[config.mk]
export PLATFORM = sky130hd
export DESIGN_NAME = bus_rx_endpoint
export DESIGN_NICKNAME = d
export VERILOG_FILES = /design/src/rtl/bus_rx_endpoint_pkg.sv /design/src/rtl/bus_rx_endpoint_rx_fifo.sv /design/src/rtl/bus_rx_endpoint.sv
export SDC_FILE = /design/constraint.sdc
export NUM_CORES = 1
export LEC_CHECK = 0
export BUFFER_PORTS_ARGS = -buffer_cell sky130_fd_sc_hd__buf_2
export CAP_MARGIN = 20
export CORE_MARGIN = 2
export CORE_UTILIZATION = 60
export DETAILED_ROUTE_END_ITERATION = 12
export GPL_TIMING_DRIVEN = 0
export PLACE_DENSITY = 0.87
export SKIP_LAST_GASP = 1
export SLEW_MARGIN = 10
export SYNTH_ARGS = -nofsm -noshare
export SYNTH_HDL_FRONTEND = slang
export SYNTH_HIERARCHICAL = 1
export SYNTH_SLANG_ARGS = --single-unit
[constraint.sdc]
create_clock -name clk -period 3.73 [get_ports clk]
set_input_delay 0.373 -clock clk [delete_from_list [all_inputs] [get_ports clk]]
set_output_delay 0.373 -clock clk [all_outputs]
set_load 0.1 [all_outputs]
[src/rtl/bus_rx_endpoint_pkg.sv]
// Shared constants and helpers for the bus receive endpoint.
package bus_rx_endpoint_pkg;

    localparam int unsigned id_w  = 8;
    localparam int unsigned cnt_w = 16;
    localparam logic [id_w-1:0] bcast_id = 8'hFF;

    // Saturating increment for the event counters.
    function automatic logic [cnt_w-1:0] sat_inc(input logic [cnt_w-1:0] v);
        return (v == '1) ? v : v + cnt_w'(1);
    endfunction

endpackage

[src/rtl/bus_rx_endpoint_rx_fifo.sv]
// Receive FIFO with explicit occupancy count and a registered head output.
module rx_fifo #(
    parameter int unsigned width = 16,
    parameter int unsigned depth = 8
) (
    input  logic                       clk,
    input  logic                       rst_n,
    input  logic                       wr_en,
    input  logic [width-1:0]           wr_data,
    input  logic                       pop,
    output logic [width-1:0]           rd_data,
    output logic [$clog2(depth):0]     count,
    output logic                       full,
    output logic                       empty,
    output logic                       valid
);

    localparam int unsigned aw = $clog2(depth);
    localparam int unsigned cw = aw + 1;

    logic [width-1:0] mem [depth];
    logic [aw-1:0]    wr_ptr, rd_ptr, wr_ptr_n, rd_ptr_n;
    logic [cw-1:0]    count_n;
    logic [width-1:0] head_n;
    logic             do_pop, do_wr;

    // A write into a full FIFO is only allowed when the head leaves on the same edge.
    always_comb begin
        do_pop   = 1'b0;
        do_wr    = 1'b0;
        rd_ptr_n = rd_ptr;
        wr_ptr_n = wr_ptr;
        count_n  = count;
        head_n   = '0;

        do_pop = pop && valid;
        do_wr  = wr_en && (!full || do_pop);

        if (do_pop) rd_ptr_n = rd_ptr + aw'(1);
        if (do_wr)  wr_ptr_n = wr_ptr + aw'(1);
        count_n = count + cw'(do_wr) - cw'(do_pop);

        // Head bypasses the array when the incoming packet becomes the only entry.
        if (count_n == '0)
            head_n = '0;
        else if (count == cw'(do_pop))
            head_n = wr_data;
        else
            head_n = mem[rd_ptr_n];
    end

    always_ff @(posedge clk) begin
        if (do_wr) mem[wr_ptr] <= wr_data;
    end

    always_ff @(posedge clk or negedge rst_n) begin
        if (!rst_n) begin
            rd_ptr  <= '0;
            wr_ptr  <= '0;
            count   <= '0;
            full    <= 1'b0;
            empty   <= 1'b1;
            valid   <= 1'b0;
            rd_data <= '0;
        end else begin
            rd_ptr  <= rd_ptr_n;
            wr_ptr  <= wr_ptr_n;
            count   <= count_n;
            full    <= (count_n == cw'(depth));
            empty   <= (count_n == '0);
            valid   <= (count_n != '0);
            rd_data <= head_n;
        end
    end

endmodule

[src/rtl/bus_rx_endpoint.sv]
// Bus receive endpoint: destination filter, receive FIFO, drop and miss counters.
module bus_rx_endpoint
    import bus_rx_endpoint_pkg::*;
#(
    parameter int unsigned drvrs   = 4,
    parameter int unsigned pckg_sz = 16,
    parameter int unsigned depth   = 8,
    parameter int unsigned id      = 0
) (
    input  logic                   clk,
    input  logic                   reset,
    input  logic                   push,
    input  logic [pckg_sz-1:0]     D_push,
    output logic                   rd_valid,
    input  logic                   rd_ready,
    output logic [pckg_sz-1:0]     rd_data,
    output logic                   full,
    output logic [$clog2(depth):0] count,
    output logic [cnt_w-1:0]       drop_cnt,
    output logic [cnt_w-1:0]       miss_cnt
);

    if (id >= drvrs || depth < 2 || (depth & (depth - 1)) != 0) begin : g_bad_cfg
        $error("bus_rx_endpoint: id must be < drvrs and depth a power of 2 >= 2");
    end

    logic [id_w-1:0] dest_id;
    logic            match_c, accept_c, pop_c, drop_c, miss_c;
    logic            fifo_empty;

    always_comb begin
        dest_id  = D_push[pckg_sz-1 -: id_w];
        match_c  = (dest_id == id_w'(id)) || (dest_id == bcast_id);
        accept_c = push && match_c;
        miss_c   = push && !match_c;
        pop_c    = rd_valid && rd_ready;
        drop_c   = accept_c && full && !pop_c;
    end

    rx_fifo #(
        .width (pckg_sz),
        .depth (depth)
    ) u_rx_fifo (
        .clk     (clk),
        .rst_n   (reset),
        .wr_en   (accept_c),
        .wr_data (D_push),
        .pop     (pop_c),
        .rd_data (rd_data),
        .count   (count),
        .full    (full),
        .empty   (fifo_empty),
        .valid   (rd_valid)
    );

    always_ff @(posedge clk or negedge reset) begin
        if (!reset) begin
            drop_cnt <= '0;
            miss_cnt <= '0;
        end else begin
            if (drop_c) drop_cnt <= sat_inc(drop_cnt);
            if (miss_c) miss_cnt <= sat_inc(miss_cnt);
        end
    end

    // Empty flag is redundant with rd_valid at this level.
    logic unused_ok;
    assign unused_ok = fifo_empty;

endmodule

==> metrics <==
CP required=4010 ps; Hold WC Path Type=in -> async; clk_lat worst skew=430 ps; Final setup viols=0; cts hold-fix bufs=0; FILL cells=1,073; Final min period=3580 ps; FP Rows=45; Pwr Density=864 nW/um^2; total die area=16,900 sq um; GR Layer Usage met2=47.8%; syn avg cell area=12.0 sq um; DR vias/cell=6.59; switching power=4.44 mW; RSZ-0062 raised after global routing=no; vias=7,343; Pint=4.98 mW; largest net degree at the start of global routing=61; Post-DP Area=10,200 sq um; CP Max Fanout=11; Worst Setup SP=D_push[12]; I/O pin count=74; Die Y=130 um; floorplan core area=15,300 sq um; drt wl/cell=21.9 um; met1 Use GR=39.5%; max-slew violations=0; Tcrit/Tclk final=96.0%; clock power share=20.9%; Port Buf Inserts=73; Area Growth Syn to Fin=14.7%; Slew HR=28.5%; vias in the first global route=7,335; aggregate global routing overflow=0; Final GP Congestion=0.918; final instance area=10,900 sq um; dpl hpwl=16,200 um; initial antenna violation count=0; Peak VDD IR=0.698 mV; Post-Route WL=24,400 um; Final Hold Fails=0; Reg area=5350 sq um; CTS root buf=clkbuf_16; sw frac=47.1%; Synth Instances=793; Reg clk slew, reported paths=70 ps; WP data arrival=3860 ps; max cap viols=0; Max clock buf depth=2; Initial DRC Count=1,092; Final Skew=6.89 ps; # diodes=0; CP endpoint kind=flop; CTS sink count=188; Placed Cells=1,083; Pre-antenna DRT Iters=6; YS warnings=6; busiest grt layer=met2; Crit Path Category=in -> reg; remaining antenna violation count=0; met3 GRT Util=6.93%; Syn Nets=823; mapped cell area=9500 sq um; Starting Density=62.0%; status=complete, no violations; worst setup margin=150 ps; CTS buffer count=17; share of layout cells above drive strength 1=21.9%; f_max=0.279 GHz; Logic pwr share=51.8%; sequential share of power=27.3%; final cell count without fillers=1,115; # DRC=0; Multi-input gate area=3730 sq um; # H-tree levels=4; worst r2r src=u_rx_fifo/valid; first-pass GRT wire length=38,200 um; Total GRT Usage=30.1%; nets@finish=921; Lkg Pwr=4.20 nW; CTS tree=built; pre-CTS WS=-436 ps; Worst-Margin Slew=1070 ps; Util after Layout=71.1%; Die Span X=130 um; CP startpoint kind=primary input
-- per-stage QoR --
stage / power (mW) / setup TNS (ps) / hold slack (ps)
3_3_place_gp: 7.19 / -26380 / 476
6_report: 9.42 / 0 / 29.1
3_5_place_dp: 7.29 / -6300 / 484
5_1_grt: 9.77 / 0 / 87.1
4_1_cts: 9.30 / 0 / 73.5
2_1_floorplan: 6.17 / 0 / 77.4
-- metal layers --
layer	wire [um]	part of all wire [%]	up-vias
met5	0	0	-
met4	1000	4.1	0
met3	2420	9.9	106
met2	11600	47	506
met1	9380	39	3529
li1	-	-	3202
-- worst paths after layout --
kind / end / slack [ps] / depth (start not counted)
max: u_rx_fifo/rd_data[11] / 150 / 18
min: drop_cnt[5] / 30 / 1
max reg2reg: u_rx_fifo/rd_data[11] / 200 / 16
min reg2reg: drop_cnt[5] / 490 / 1
max in group asynchronous: u_rx_fifo/valid / 3110 / 1
min in group clk: u_rx_fifo/mem[4][5] / 240 / 1
-- critical path, cell delays in order --
cell	delay [ps]
buf_2	180
or4_4	580
nor2_4	150
nor2_1	70
nor2b_1	110
a21boi_4	300
inv_1	80
ha_1	300
inv_1	60
ha_1	140
inv_1	50
fa_1	480
inv_1	50
nor3_2	190
nand3_2	220
buf_4	240
o311ai_1	100
o21ai_1	180
-- cell usage in the layout, fill, tap and decap left out, types with 3 or more instances in the layout --
master,count
a211oi_1,70
a211oi_2,10
a31oi_1,16
a32oi_1,16
and3_1,19
buf_2,94
buf_4,10
buf_6,13
buf_8,3
bufinv_16,5
clkbuf_1,14
clkbuf_16,17
clkinv_2,3
clkinvlp_4,4
dfrtp_1,59
edfxtp_1,128
ha_1,9
inv_1,28
mux2_1,6
mux2i_1,32
nand2_1,38
nand2b_1,38
nand3_1,28
nand4_1,8
nor2_1,24
nor2_2,6
nor2b_1,50
nor3_1,25
nor3_2,3
nor4_1,9
nor4_2,4
o21ai_1,16
o22ai_1,16
o311ai_1,15
xnor2_1,4
xor2_1,25
-- power by group through the flow --
stage                     Clock, mW  Combinational, mW  Sequential, mW
after floorplan                   0               2.41            3.76
after global placement            0               4.59            2.60
after detailed placement          0               4.68            2.61
after CTS                      1.98               4.74            2.58
after global routing           2.07               5.10            2.59
final                          1.97               4.88            2.57
-- flip-flops by register name, summed over array words and instances, names as in the netlist --
| register | count |
|---|---|
| u_rx_fifo/valid | 1 |
| drop_cnt | 16 |
| miss_cnt | 16 |
| u_rx_fifo/mem | 128 |
| u_rx_fifo/full | 1 |
| u_rx_fifo/rd_data | 16 |
| u_rx_fifo/count | 4 |
| u_rx_fifo/wr_ptr | 3 |
| u_rx_fifo/rd_ptr | 3 |
-- final cells by class --
type,count,area share (%)
clock buffer,17,3.90
multi-input combinational,520,34.3
clock inverter,15,2.03
timing repair buffer,80,4.13
sequential,188,49.1
inverter,29,0.999
buffer,55,3.18
tap,211,2.42
-- what timing repair did --
action / CTS / global route
endpoints found under the setup margin: 4 / 16
buffers inserted: 1 / 0
resized for setup: 1 / 2
pin swaps: 1 / 0
No activity file was read; power rests on OpenSTA's default activity.
